File: src/rtl/pipeline_hazard_ctrl_if.sv
// ID-stage decode and pipeline-control bundle for the 5-stage pipeline sequencer.
// master: decode/pipeline side; slave: the hazard controller.
interface pipeline_hazard_ctrl_if #(
    parameter int REG_W = 4,
    parameter int CNT_W = 16
);
    logic             id_valid;
    logic [REG_W-1:0] id_read_reg0;
    logic [REG_W-1:0] id_read_reg1;
    logic             id_uses_r1;
    logic             id_write;
    logic [REG_W-1:0] id_write_reg;
    logic             id_mem_to_reg;
    logic             id_start;
    logic             ex_branch_taken;

    logic             pc_write_en;
    logic             ifid_write_en;
    logic             ifid_flush;
    logic             idex_bubble;
    logic [1:0]       fwd_a;
    logic [1:0]       fwd_b;
    logic             halted;
    logic [CNT_W-1:0] stall_count;

    modport master (
        output id_valid, id_read_reg0, id_read_reg1, id_uses_r1, id_write,
               id_write_reg, id_mem_to_reg, id_start, ex_branch_taken,
        input  pc_write_en, ifid_write_en, ifid_flush, idex_bubble,
               fwd_a, fwd_b, halted, stall_count
    );

    modport slave (
        input  id_valid, id_read_reg0, id_read_reg1, id_uses_r1, id_write,
               id_write_reg, id_mem_to_reg, id_start, ex_branch_taken,
        output pc_write_en, ifid_write_en, ifid_flush, idex_bubble,
               fwd_a, fwd_b, halted, stall_count
    );
endinterface

File: src/rtl/pipeline_hazard_ctrl.sv
// Hazard sequencer for the IF/ID/EX/MEM/WB pipeline: destination scoreboard,
// operand forwarding, load-use stall, branch flush and halt drain.
module pipeline_hazard_ctrl #(
    parameter int REG_W     = 4,
    parameter int DRAIN_CYC = 3,
    parameter int CNT_W     = 16
) (
    input  logic                   clk,
    input  logic                   rst_n,
    pipeline_hazard_ctrl_if.slave  bus
);
    localparam int DW = (DRAIN_CYC > 1) ? $clog2(DRAIN_CYC + 1) : 1;
    localparam logic [DW-1:0] DRAIN_LAST = DW'(DRAIN_CYC - 1);

    typedef enum logic [1:0] {
        ST_RUN    = 2'd0,
        ST_DRAIN  = 2'd1,
        ST_HALTED = 2'd2
    } state_e;

    state_e           state_q, state_d;
    logic [DW-1:0]    drain_cnt_q, drain_cnt_d;
    logic [CNT_W-1:0] stall_count_q, stall_count_d;
    logic             halted_q, halted_d;
    // WB has no consumer (no WB->ID forward path), so only EX and MEM slots are kept.
    logic             ex_valid_q, ex_valid_d;
    logic [REG_W-1:0] ex_dest_q, ex_dest_d;
    logic             ex_load_q, ex_load_d;
    logic             mem_valid_q, mem_valid_d;
    logic [REG_W-1:0] mem_dest_q, mem_dest_d;

    logic             run_s, load_use_s, branch_s, stall_s, halt_s, issue_s;
    logic             pc_write_en_s, ifid_write_en_s, ifid_flush_s, idex_bubble_s;
    logic [1:0]       fwd_a_s, fwd_b_s;

    function automatic logic [1:0] fwd_sel(
        input logic [REG_W-1:0] src,
        input logic             ex_v,
        input logic             ex_ld,
        input logic [REG_W-1:0] ex_d,
        input logic             mem_v,
        input logic [REG_W-1:0] mem_d
    );
        logic [1:0] sel;
        sel = 2'b00;
        if (ex_v && !ex_ld && (ex_d == src)) begin
            sel = 2'b01;
        end else if (mem_v && (mem_d == src)) begin
            sel = 2'b10;
        end else begin
            sel = 2'b00;
        end
        return sel;
    endfunction

    // Hazard qualification; a taken branch wins over stall and halt.
    always_comb begin
        run_s      = (state_q == ST_RUN);
        load_use_s = run_s && bus.id_valid && ex_valid_q && ex_load_q &&
                     ((ex_dest_q == bus.id_read_reg0) ||
                      (bus.id_uses_r1 && (ex_dest_q == bus.id_read_reg1)));
        branch_s   = run_s && bus.ex_branch_taken;
        stall_s    = load_use_s && !branch_s;
        halt_s     = run_s && bus.id_valid && bus.id_start && !branch_s && !load_use_s;
        issue_s    = run_s && bus.id_valid && !bus.id_start && !branch_s && !load_use_s;
    end

    // Pipeline controls from current state and ID contents.
    always_comb begin
        pc_write_en_s   = 1'b1;
        ifid_write_en_s = 1'b1;
        ifid_flush_s    = 1'b0;
        idex_bubble_s   = 1'b0;
        fwd_a_s         = 2'b00;
        fwd_b_s         = 2'b00;
        case (state_q)
            ST_RUN: begin
                if (branch_s) begin
                    ifid_flush_s  = 1'b1;
                    idex_bubble_s = 1'b1;
                end else if (stall_s) begin
                    pc_write_en_s   = 1'b0;
                    ifid_write_en_s = 1'b0;
                    idex_bubble_s   = 1'b1;
                end else begin
                    idex_bubble_s = 1'b0;
                end
                if (bus.id_valid) begin
                    fwd_a_s = fwd_sel(bus.id_read_reg0, ex_valid_q, ex_load_q, ex_dest_q,
                                      mem_valid_q, mem_dest_q);
                    if (bus.id_uses_r1) begin
                        fwd_b_s = fwd_sel(bus.id_read_reg1, ex_valid_q, ex_load_q, ex_dest_q,
                                          mem_valid_q, mem_dest_q);
                    end else begin
                        fwd_b_s = 2'b00;
                    end
                end else begin
                    fwd_a_s = 2'b00;
                    fwd_b_s = 2'b00;
                end
            end
            ST_DRAIN, ST_HALTED: begin
                pc_write_en_s   = 1'b0;
                ifid_write_en_s = 1'b0;
                idex_bubble_s   = 1'b1;
            end
            default: begin
                pc_write_en_s   = 1'b0;
                ifid_write_en_s = 1'b0;
                idex_bubble_s   = 1'b1;
            end
        endcase
    end

    // Next-state: scoreboard shift, drain sequencing, stall counter.
    always_comb begin
        state_d       = state_q;
        drain_cnt_d   = drain_cnt_q;
        stall_count_d = stall_count_q;
        ex_valid_d    = issue_s && bus.id_write;
        ex_dest_d     = bus.id_write_reg;
        ex_load_d     = bus.id_mem_to_reg;
        mem_valid_d   = ex_valid_q;
        mem_dest_d    = ex_dest_q;
        case (state_q)
            ST_RUN: begin
                if (halt_s) begin
                    state_d     = ST_DRAIN;
                    drain_cnt_d = {DW{1'b0}};
                end else begin
                    state_d = ST_RUN;
                end
            end
            ST_DRAIN: begin
                if (drain_cnt_q == DRAIN_LAST) begin
                    state_d = ST_HALTED;
                end else begin
                    drain_cnt_d = drain_cnt_q + {{(DW-1){1'b0}}, 1'b1};
                end
            end
            ST_HALTED: state_d = ST_HALTED;
            default:   state_d = ST_RUN;
        endcase
        if (stall_s && (stall_count_q != {CNT_W{1'b1}})) begin
            stall_count_d = stall_count_q + {{(CNT_W-1){1'b0}}, 1'b1};
        end else begin
            stall_count_d = stall_count_q;
        end
        halted_d = (state_d == ST_HALTED);
    end

    // State registers with synchronous active-low reset.
    always_ff @(posedge clk) begin
        if (!rst_n) begin
            state_q       <= ST_RUN;
            drain_cnt_q   <= {DW{1'b0}};
            stall_count_q <= {CNT_W{1'b0}};
            halted_q      <= 1'b0;
            ex_valid_q    <= 1'b0;
            ex_dest_q     <= {REG_W{1'b0}};
            ex_load_q     <= 1'b0;
            mem_valid_q   <= 1'b0;
            mem_dest_q    <= {REG_W{1'b0}};
        end else begin
            state_q       <= state_d;
            drain_cnt_q   <= drain_cnt_d;
            stall_count_q <= stall_count_d;
            halted_q      <= halted_d;
            ex_valid_q    <= ex_valid_d;
            ex_dest_q     <= ex_dest_d;
            ex_load_q     <= ex_load_d;
            mem_valid_q   <= mem_valid_d;
            mem_dest_q    <= mem_dest_d;
        end
    end

    assign bus.pc_write_en   = pc_write_en_s;
    assign bus.ifid_write_en = ifid_write_en_s;
    assign bus.ifid_flush    = ifid_flush_s;
    assign bus.idex_bubble   = idex_bubble_s;
    assign bus.fwd_a         = fwd_a_s;
    assign bus.fwd_b         = fwd_b_s;
    assign bus.halted        = halted_q;
    assign bus.stall_count   = stall_count_q;
endmodule

File: src/flat_wrapper.sv
// flat-port wrapper written by rule: the top's interface ports become plain ports
module pipeline_hazard_ctrl_flat 
#(
    parameter int REG_W     = 4,
    parameter int DRAIN_CYC = 3,
    parameter int CNT_W     = 16
)
  (clk, rst_n, bus_id_valid, bus_id_read_reg0, bus_id_read_reg1, bus_id_uses_r1, bus_id_write, bus_id_write_reg, bus_id_mem_to_reg, bus_id_start, bus_ex_branch_taken, bus_pc_write_en, bus_ifid_write_en, bus_ifid_flush, bus_idex_bubble, bus_fwd_a, bus_fwd_b, bus_halted, bus_stall_count);
  pipeline_hazard_ctrl_if #(.REG_W(REG_W), .CNT_W(CNT_W)) bus_i ();
  input  logic clk;
  input  logic rst_n;
  input wire logic [$bits(bus_i.id_valid)-1:0] bus_id_valid;
  input wire logic [$bits(bus_i.id_read_reg0)-1:0] bus_id_read_reg0;
  input wire logic [$bits(bus_i.id_read_reg1)-1:0] bus_id_read_reg1;
  input wire logic [$bits(bus_i.id_uses_r1)-1:0] bus_id_uses_r1;
  input wire logic [$bits(bus_i.id_write)-1:0] bus_id_write;
  input wire logic [$bits(bus_i.id_write_reg)-1:0] bus_id_write_reg;
  input wire logic [$bits(bus_i.id_mem_to_reg)-1:0] bus_id_mem_to_reg;
  input wire logic [$bits(bus_i.id_start)-1:0] bus_id_start;
  input wire logic [$bits(bus_i.ex_branch_taken)-1:0] bus_ex_branch_taken;
  output wire logic [$bits(bus_i.pc_write_en)-1:0] bus_pc_write_en;
  output wire logic [$bits(bus_i.ifid_write_en)-1:0] bus_ifid_write_en;
  output wire logic [$bits(bus_i.ifid_flush)-1:0] bus_ifid_flush;
  output wire logic [$bits(bus_i.idex_bubble)-1:0] bus_idex_bubble;
  output wire logic [$bits(bus_i.fwd_a)-1:0] bus_fwd_a;
  output wire logic [$bits(bus_i.fwd_b)-1:0] bus_fwd_b;
  output wire logic [$bits(bus_i.halted)-1:0] bus_halted;
  output wire logic [$bits(bus_i.stall_count)-1:0] bus_stall_count;
  assign bus_i.id_valid = bus_id_valid;
  assign bus_i.id_read_reg0 = bus_id_read_reg0;
  assign bus_i.id_read_reg1 = bus_id_read_reg1;
  assign bus_i.id_uses_r1 = bus_id_uses_r1;
  assign bus_i.id_write = bus_id_write;
  assign bus_i.id_write_reg = bus_id_write_reg;
  assign bus_i.id_mem_to_reg = bus_id_mem_to_reg;
  assign bus_i.id_start = bus_id_start;
  assign bus_i.ex_branch_taken = bus_ex_branch_taken;
  assign bus_pc_write_en = bus_i.pc_write_en;
  assign bus_ifid_write_en = bus_i.ifid_write_en;
  assign bus_ifid_flush = bus_i.ifid_flush;
  assign bus_idex_bubble = bus_i.idex_bubble;
  assign bus_fwd_a = bus_i.fwd_a;
  assign bus_fwd_b = bus_i.fwd_b;
  assign bus_halted = bus_i.halted;
  assign bus_stall_count = bus_i.stall_count;
  pipeline_hazard_ctrl #(.REG_W(REG_W), .DRAIN_CYC(DRAIN_CYC), .CNT_W(CNT_W)) u_core (.clk(clk), .rst_n(rst_n), .bus(bus_i));
endmodule
File: config.mk
export PLATFORM = sky130hd
export DESIGN_NAME = pipeline_hazard_ctrl_flat
export DESIGN_NICKNAME = d
export VERILOG_FILES = /design/src/rtl/pipeline_hazard_ctrl_if.sv /design/src/rtl/pipeline_hazard_ctrl.sv /design/src/flat_wrapper.sv
export SDC_FILE = /design/constraint.sdc
export NUM_CORES = 1
export LEC_CHECK = 0
export CORE_ASPECT_RATIO = 0.5
export CORE_MARGIN = 1.5
export CORE_UTILIZATION = 25
export CTS_CLUSTER_DIAMETER = 100
export DETAILED_ROUTE_END_ITERATION = 10
export PLACE_DENSITY_LB_ADDON = 0.08
export RECOVER_POWER = 100
export SLEW_MARGIN = 5
export SYNTH_ARGS = -nofsm -noshare
export SYNTH_HDL_FRONTEND = slang
export SYNTH_SLANG_ARGS = --single-unit
export TNS_END_PERCENT = 50
File: constraint.sdc
create_clock -name clk -period 4.68 [get_ports clk]
set_input_delay 0.702 -clock clk [delete_from_list [all_inputs] [get_ports clk]]
set_output_delay 0.702 -clock clk [all_outputs]
set_load 0.1 [all_outputs]
==> summary.md, run 1 <==
| Metric | Value |
|---|---|
| Status | `finished, final reports clean` |
| Finished Layout Cells | `332` |
| RSZ-0062 raised after global routing | `no` |
| DRC Markers | `0` |
| First-pass GRT wire length | `around 7500 µm` |
| Count leader, synth | `dfxtp_1` |
| Core area | `6910 µm²` |
| Worst-path clk slew | `roughly 0.06 ns` |
| Largest net degree at the start of global routing | `37` |
| Total track usage | `12.2%` |
| Fraction of registers with async set/reset | `0%` |
| Clock Sinks | `32` |
| Hold Path Class | `flip-flop to flip-flop` |
| Post-Route WL | `4560 µm` |
| Post-layout min period | `3.84 ns` |
| Nets | `about 260` |
| Die width | `125 µm` |
| Critical-path cell list | `dlygate4sd3_1 > nor2_1 > nor3_2 > clkbuf_1` |
| Clock Skew | `~0.0044 ns` |
| Num CTS Buffers | `5` |
| Multi-input logic area | `1140 µm²` |
| Worst setup margin | `0.843 ns` |
| Slew headroom | `0.678%` |
| MaxCap Viol Count | `0` |
| Synth Cell Area | `1850 µm²` |
| Reg2Reg Depth | `6` |
| Worst hold stages | `2` |
| DRT Pass-1 Iters | `4` |
| Worst slack at placement | `1.41 ns` |
| Post-synth EDFFs | `0` |
| Final Hold Viols | `0` |
| Synth top cells by count | `dfxtp_1, nand2_1, mux2i_1` |
| Hold Buf Count CTS | `0` |
| Critical path's largest stage delay | `1.15 ns` |
| Fin Hold WS | `around 0.47 ns` |
| Worst-Skew Late Latency | `0.28 ns` |
| Htree depth | `2` |
| I/O Pins | `45` |
| Slowest CP cell | `dlygate4sd3_1` |
| Layout cells sized above 1 | `13.3%` |
| Die area | `7940 µm²` |
| Maximum vdd drop | `0.147 mV` |
| Critical Path End Type | `output pin` |
| Antenna violations before repair | `0` |
| Leading area contributor after synthesis | `dfxtp_1` |
| Sequential cell area | `641 µm²` |
| CP bufs+invs | `2` |
| RR Endpoint | `u_core.bus.stall_count[11]$_SDFFE_PN0P_` |
| Post-Syn Nets | `about 220` |
| Slew Limit Fails | `0` |
| Total negative slack | `0 ns` |
| Sequential share of the synthesized area | `34.7%` |
| Worst-Margin Slew | `~1.5 ns` |
| CTS tree | `built` |
| Crit path arrival time | `roughly 3.1 ns` |
| CTS Root Cell | `clkbuf_16` |
| Max clock buf depth | `2` |
| # setup viols final | `0` |
| Final antenna-violating net count | `0` |
| Min-Delay Startpoint | `u_core.drain_cnt_q[1]$_SDFFE_PN0P_` |
| Post-CTS Resized | `0` |
| Die Ht | `63.8 µm` |
| Port-buffer cells | `44` |
| DP HPWL | `3270 µm` |
| Layout area overhead | `34.3%` |
| Startpoint Class | `primary input` |
| Synth warn | `0` |
| Total leakage power | `0.000913 µW` |
| Cell depth of the worst setup path | `4` |
| Cells after Synth | `about 200` |
| Achievable frequency | `261 MHz` |
| Cell variety after synth | `44` |
| Yosys top cell area share | `34.7%` |
| N_diodes | `0` |
| Tot Pwr | `734 µW` |
| Avg Synthesized Cell Area | `9.42 µm²` |
| Worst Path Max Fanout | `24` |
| PwrDens | `around 300 nW/µm²` |
| Synth Flop Type | `dfxtp_1` |
| Top post-synthesis cells by area | `dfxtp_1, mux2i_1, nor4_2, nand2_1, xnor2_1` |
| Top Family by Delay on Critical Path | `buffers and inverters` |
| DRT iter0 DRCs | `63` |
| Number of global-route vias before repair | `between 1500 and 2000` |
| Register-to-register setup slack | `2.47 ns` |
| Site Rows | `21` |
| Cell count after placement | `approximately 320` |
| RR Startpoint | `u_core.ex_dest_q[0]$_SDFF_PN0_` |
| Placer congestion estimate | `approximately 0.8` |
| WHS Endpoint | `u_core.drain_cnt_q[1]$_SDFFE_PN0P_` |
| Vias/cell | `4.73` |
| Drt wl/cell | `13.7 µm` |
| Crit share post-route | `slightly above 80%` |
| WP data required | `3.98 ns` |
| CP Class | `primary input to output pin` |
| Seq cells post-synth | `32` |
| Vias | `1571` |
| Starting Density | `26.7%` |
| Post-CTS setup buffers | `0` |
| Fillers | `727` |
| Grt ovf | `0` |
[where the power goes]
group	internal [µW]	switching, µW	total, µW
registers	277	5.16	283
logic	31.7	47.3	79.0
clock network	250	123	372
[sequential cells by signal (all words and copies together) (netlist names)]
| signal | count |
|---|---|
| u_core.drain_cnt_q | 2 |
| u_core.ex_dest_q | 4 |
| u_core.bus.halted | 1 |
| u_core.bus.stall_count | 16 |
| u_core.ex_load_q | 1 |
| u_core.ex_valid_q | 1 |
| u_core.mem_dest_q | 4 |
| u_core.state_q | 2 |
| u_core.mem_valid_q | 1 |
[layout make-up]
class | instances | share of cell area [%]
clock buffers | 5 | 5.04
clock inverters | 3 | 1.71
inverters | 2 | 0.303
multi-input cells | 152 | 45.8
flip-flops and latches | 32 | 25.8
well taps | 92 | 4.64
repair buffers | 46 | 16.6
[worst min-delay path, delay by kind of cell, from the launching register on]
kind             cells  cell delay (ns)
muxes                1             0.06
DFF                  1             0.31
and+or+nand+nor      1             0.05
[per-layer routing]
| layer | up-vias | track usage [%] | wire [µm] | part of all wire (%) |
|---|---|---|---|---|
| met2 | 32 | 17.9 | 1870 | 41 |
| li1 | 804 | - | - | - |
| met1 | 727 | 16.0 | 2380 | 52 |
| met5 | - | 0 | 0 | 0 |
| met3 | 8 | 3.85 | 219 | 4.8 |
| met4 | 0 | 6.90 | 97 | 2.1 |
[cells in the final DEF (no fill, tap or decap), drive strengths merged, types with 9 or more instances in the layout]
| cell type | netlist | routed |
|---|---|---|
| and2 | 11 | 11 |
| clkbuf | 4 | 11 |
| clkdlybuf4s50 | 0 | 17 |
| dfxtp | 32 | 32 |
| dlygate4sd3 | 0 | 19 |
| mux2i | 12 | 12 |
| nand2 | 19 | 19 |
| nand2b | 10 | 10 |
| nor2 | 9 | 9 |
[per-stage QoR]
step	area (µm²)	utilization [%]
after floorplan	1850	-
after global placement	2340	33.9
after detailed placement	2340	33.9
after CTS	2510	36.3
after global routing	2480	35.9
final	2480	35.9
[how the worst max path moves through the flow]
stage / startpoint / to / slack, ns
floorplan: bus_id_valid / bus_pc_write_en / 0.71
global placement: bus_ex_branch_taken / bus_pc_write_en / 1.46
detailed placement: bus_ex_branch_taken / bus_ifid_write_en / 1.41
CTS: bus_ex_branch_taken / bus_ifid_write_en / 1.41
global route: bus_ex_branch_taken / bus_ifid_write_en / 0.69
finish: bus_ex_branch_taken / bus_ifid_write_en / 0.84
[logic make-up (layout without fill, tap and decap cells)]
group,after synthesis,count (layout),share of synthesized area (%)
simple gates,97,97,36.0
flops,32,32,34.7
compound gates,25,25,10.2
xor+xnor,16,16,7.59
mux,12,12,6.50
buf+inv,12,56,3.66
fa+ha+maj,2,2,1.35
Note: power is estimated with default switching activity, not from simulation.
==> run 2, diff against run 1 <==
==> constraint.sdc (replaced) <==
create_clock -name clk -period 3.5 [get_ports clk]
set_input_delay 0.525 -clock clk [delete_from_list [all_inputs] [get_ports clk]]
set_output_delay 0.525 -clock clk [all_outputs]
set_load 0.1 [all_outputs]
==> run 2 against run 1 <==
Flip-flop and latch count unchanged. Hold slack got worse by 0.0091 ns. Clock skew hardly changed. Clock-buffer cell count grew 1. Critical path type unchanged. Largest power group unchanged.
==> summary.md, run 2 (synthesis gave the netlist of run 1 again) <==
| Metric | Value |
|---|---|
| Clock share of power | `50.0%` |
| Sw Share | `23.1%` |
| Fillers | `720` |
| Maximum vdd drop | `roughly 0.16 mV` |
| DP HPWL | `3330 µm` |
| Worst setup margin | `~0.36 ns` |
| P_int | `751 µW` |
| Total track usage | `12.7%` |
| DRT Pass-1 Iters | `4` |
| Critical Path End Type | `output pin` |
| # setup viols final | `0` |
| Status | `finished, final reports clean` |
| Achievable frequency | `319 MHz` |
| Total leakage power | `a little over 0.0009 µW` |
| Num CTS Buffers | `5` |
| Worst Path Max Fanout | `3` |
| Post-layout min period | `3.14 ns` |
| Die width | `125 µm` |
| Max clock buf depth | `2` |
| Core area | `6910 µm²` |
| Grt ovf | `0` |
| WP data required | `2.97 ns` |
| Reg2Reg Depth | `6` |
| Crit path arrival time | `2.61 ns` |
| Worst-Skew Late Latency | `roughly 0.27 ns` |
| Post-CTS Resized | `0` |
| Antenna violations before repair | `0` |
| DRC Markers | `0` |
| Drt wl/cell | `13.9 µm` |
| Site Rows | `21` |
| Min-Delay Startpoint | `u_core.drain_cnt_q[0]$_SDFFE_PN0P_` |
| N_diodes | `0` |
| MaxCap Viol Count | `0` |
| I/O Pins | `45` |
| Clock Skew | `0.00464 ns` |
| Hold Path Class | `flip-flop to flip-flop` |
| Final antenna-violating net count | `0` |
| Slew Limit Fails | `0` |
| Hold Buf Count CTS | `0` |
| Largest net degree at the start of global routing | `37` |
| Die area | `slightly below 8000 µm²` |
| Die Ht | `~64 µm` |
| Max reg flops | `16` |
| Starting Density | `26.7%` |
| Htree depth | `2` |
| Nets | `roughly 260` |
| Layout cells sized above 1 | `between 10% and 20%` |
| Psw | `225 µW` |
| Slew headroom | `between 20% and 30%` |
| Vias/cell | `4.66` |
| Sequential share of power | `38.7%` |
| Port-buffer cells | `44` |
| RR Startpoint | `u_core.ex_dest_q[1]$_SDFF_PN0_` |
| Tot Pwr | `roughly 980 µW` |
| Startpoint Class | `primary input` |
| Commonest non-fill, non-tap cell in the layout | `dfxtp_1` |
| Layout area overhead | `32.9%` |
| Most frequent cells in the layout | `dfxtp_1, nand2_1, clkdlybuf4s50_1, dlygate4sd3_1, mux2i_1` |
| Cell count after placement | `approximately 330` |
| Worst slack at placement | `0.681 ns` |
| CP Class | `primary input to output pin` |
| Worst-path clk slew | `around 0.050 ns` |
| Finished Layout Cells | `approximately 330` |
| Worst-Margin Slew | `1.18 ns` |
| CTS Root Cell | `clkbuf_16` |
| First-pass GRT wire length | `7940 µm` |
| DRT iter0 DRCs | `50` |
| Placer congestion estimate | `0.801` |
| Worst hold stages | `2` |
| PwrDens | `398 nW/µm²` |
| Crit share post-route | `89.7%` |
| Post-CTS setup buffers | `0` |
| RSZ-0062 raised after global routing | `no` |
| Number of global-route vias before repair | `1534` |
| Post-Route WL | `between 4000 and 5000 µm` |
| Crit path from | `bus_id_read_reg0[3]` |
| Total negative slack | `0 ns` |
| Vias | `1552` |
| CTS tree | `built` |
| Gate power share | `11.3%` |
| Clock Sinks | `32` |
| Final Hold Viols | `0` |
[run 2: changes by cell type in the layout (fill, tap and decap cells not counted), sizes merged]
cell and delta:
clkbuf +2, clkdlybuf4s50 +1, clkinvlp -1, dlygate4sd3 -1
[run 2: critical path: stages]
cell	delay (ns)
clkdlybuf4s50_1	0.47
xor2_1	0.21
nor4_4	0.34
and3_1	0.20
clkbuf_1	0.87
[run 2: layout make-up]
type	count	area [µm²]	area share (%)
multi-input cells	152	1090	44.5
flip-flops and latches	32	641	26.1
repair buffers	47	434	17.7
clock buffers	6	129	5.25
well taps	92	115	4.69
clock inverters	2	35.0	1.43
inverters	2	7.51	0.306
[run 2: worst paths after layout]
kind,endpoint,slack [ns]
worst max-delay path,bus_fwd_a[0],0.36
worst min-delay path,u_core.drain_cnt_q[0]$_SDFFE_PN0P_,0.46
worst max register to register,u_core.bus.stall_count[3]$_SDFFE_PN0P_,1.29
worst min register to register,u_core.drain_cnt_q[0]$_SDFFE_PN0P_,0.46
[run 2: stage by stage]
stage          hold slack (ns)  util (%)  area [µm²]
2_1_floorplan            0.438         -        1860
3_3_place_gp             0.451      35.1        2420
3_5_place_dp             0.454      35.1        2420
4_1_cts                  0.463      37.4        2590
5_1_grt                  0.491      35.5        2450
6_report                 0.461      35.5        2450
[run 2: power groups by stage]
stage | clock [µW] | sequential (µW) | combinational [µW]
6_report | 488 | 378 | 110
5_1_grt | 523 | 379 | 119
4_1_cts | 507 | 378 | 123
3_5_place_dp | 0 | 386 | 122
3_3_place_gp | 0 | 386 | 122
2_1_floorplan | 0 | 384 | 72.4
[run 2: per-layer routing]
layer	vias to the layer above	track usage [%]	routed length, µm	part of all wire [%]
met3	4	3.52	212	4.6
li1	800	-	-	-
met2	39	19.6	2000	43
met5	-	0	0	0
met4	0	3.88	48	1.0
met1	709	17.2	2380	51
==> run 3, diff against run 2 <==
--- a/config.mk
+++ b/config.mk
@@ -10,7 +10,7 @@
 export CORE_UTILIZATION = 25
 export CTS_CLUSTER_DIAMETER = 100
 export DETAILED_ROUTE_END_ITERATION = 10
-export PLACE_DENSITY_LB_ADDON = 0.08
+export PLACE_DENSITY = 0.57
 export RECOVER_POWER = 100
 export SLEW_MARGIN = 5
 export SYNTH_ARGS = -nofsm -noshare
==> run 3 against run 2 <==
Via count is 0.71% higher. Clock power decreased by 12%. Die area is the same. Flip-flop and latch count stayed put. Register-to-register slack worse by 0.22 ns. Global-route usage decreased by 1.7 points. Setup slack gained 0.073 ns. Cell count unchanged.
==> summary.md, run 3 (synthesis gave the netlist of run 1 again) <==
| Metric | Value |
|---|---|
| Port-buffer cells | `44` |
| Commonest non-fill, non-tap cell in the layout | `dfxtp_1` |
| Number of global-route vias before repair | `1419` |
| Post-Route WL | `4250 µm` |
| WP data required | `2.97 ns` |
| Tot Pwr | `between 900 and 1000 µW` |
| Crit path arrival time | `around 2.5 ns` |
| Startpoint Class | `primary input` |
| DP HPWL | `3140 µm` |
| RR Startpoint | `u_core.ex_dest_q[1]$_SDFF_PN0_` |
| Clock Sinks | `32` |
| Worst-Margin Slew | `1.17 ns` |
| CP Class | `primary input to output pin` |
| DRT iter0 DRCs | `63` |
| Total leakage power | `0.000939 µW` |
| First-pass GRT wire length | `7010 µm` |
| Num CTS Buffers | `5` |
| Total track usage | `between 10% and 20%` |
| Register-to-register setup slack | `1.07 ns` |
| Achievable frequency | `326 MHz` |
| DRC Markers | `0` |
| RSZ-0062 raised after global routing | `no` |
| Worst-Skew Late Latency | `0.27 ns` |
| Worst setup margin | `0.434 ns` |
| Slowest CP cell | `nor4_1` |
| Drt wl/cell | `12.7 µm` |
| Hold Buf Count CTS | `0` |
| Final Hold Viols | `0` |
| N_diodes | `0` |
| Placed inst area | `2420 µm²` |
| Htree depth | `2` |
| Layout cells sized above 1 | `10.8%` |
| Fin Hold WS | `between 0.4 and 0.5 ns` |
| Worst hold stages | `2` |
| Max reg flops | `16` |
| RR Endpoint | `u_core.bus.stall_count[4]$_SDFFE_PN0P_` |
| Placer congestion estimate | `between 0.7 and 0.8` |
| Crit share post-route | `87.6%` |
| Reg2Reg Depth | `6` |
| Critical path's largest stage delay | `0.64 ns` |
| Max clock buf depth | `2` |
| CP bufs+invs | `2` |
| Top Family by Delay on Critical Path | `simple AND/OR/NAND/NOR gates` |
| Hold Path Class | `flip-flop to flip-flop` |
| Maximum vdd drop | `0.189 mV` |
| Clock Skew | `0.00561 ns` |
| Largest net degree at the start of global routing | `24` |
| Antenna violations before repair | `0` |
| Vias/cell | `4.69` |
| CTS tree | `built` |
| Die width | `125 µm` |
| Core area | `6910 µm²` |
| Worst Path Max Fanout | `3` |
| Grt ovf | `0` |
| Most frequent cells in the layout | `dfxtp_1, nand2_1, dlygate4sd3_1` |
| WHS Endpoint | `u_core.drain_cnt_q[1]$_SDFFE_PN0P_` |
| Nets | `262` |
| Critical-path cell list | `dlygate4sd3_1 > xor2_1 > nor4_1 > a22oi_2 > nor2_1 > nor3_4 > buf_12` |
| Layout area overhead | `34.3%` |
| MaxCap Viol Count | `0` |
| Die area | `slightly below 8000 µm²` |
| CTS Root Cell | `clkbuf_16` |
| Worst slack at placement | `0.742 ns` |
| Status | `finished, final reports clean` |
| Post-CTS setup buffers | `0` |
| Final antenna-violating net count | `0` |
| Crit path from | `bus_id_read_reg1[1]` |
| Post-layout min period | `between 3 and 4 ns` |
| PwrDens | `371 nW/µm²` |
| Site Rows | `21` |
| DRT Pass-1 Iters | `4` |
| Starting Density | `26.7%` |
| Die Ht | `63.8 µm` |
| I/O Pins | `45` |
| Slew Limit Fails | `0` |
| Vias | `approximately 1600` |
| Slew headroom | `22.4%` |
| Critical Path End Type | `output pin` |
| Finished Cell Area | `2480 µm²` |
| # setup viols final | `0` |
| Fillers | `approximately 710` |
| Worst-path clk slew | `0.05 ns` |
| Min-Delay Startpoint | `u_core.drain_cnt_q[1]$_SDFFE_PN0P_` |
| Post-CTS Resized | `0` |
| Final Core Density | `35.9%` |
run 3: worst register-to-register path: cells and delay by family, from the launching register on:
family	cells	cell delay (ns)
buf+inv	1	0.33
compound gates	2	0.33
xor+xnor	1	0.17
flops	1	0.34
simple gates	2	1.18
run 3: per-stage QoR:
step	cells	setup TNS, ns
6_report	333	0
4_1_cts	333	0
5_1_grt	333	0
3_5_place_dp	325	0
3_3_place_gp	325	0
2_1_floorplan	196	-0.282
run 3: how the worst max path moves through the flow:
stage,cells past startpoint,to
floorplan,3,bus_fwd_a[1]
finish,7,bus_pc_write_en
global placement,7,bus_ifid_write_en
CTS,7,bus_pc_write_en
global route,7,bus_ifid_write_en
detailed placement,7,u_core.bus.stall_count[4]$_SDFFE_PN0P_
run 3: final cells by class:
type | instances | area [µm²] | area share, %
clock buffer | 8 | 146 | 5.90
inverter | 2 | 7.51 | 0.303
multi-input combinational | 152 | 1090 | 44.1
sequential | 32 | 641 | 25.8
tap | 92 | 115 | 4.64
timing repair buffer | 47 | 477 | 19.2
run 3: power by group:
group	total, µW	switching (µW)	internal [µW]
registers	379	7.18	371
logic	113	63.6	49.5
clock network	428	145	283
total	919	216	704
run 3: routing by layer:
metal  vias to the layer above  global-route usage, %  part of all wire, %
met4                         0                   3.45                  1.2
met5                         -                      0                    0
met1                       732                   15.3                   51
met3                         5                   3.10                  3.6
met2                        22                   16.2                   44
li1                        804                      -                    -
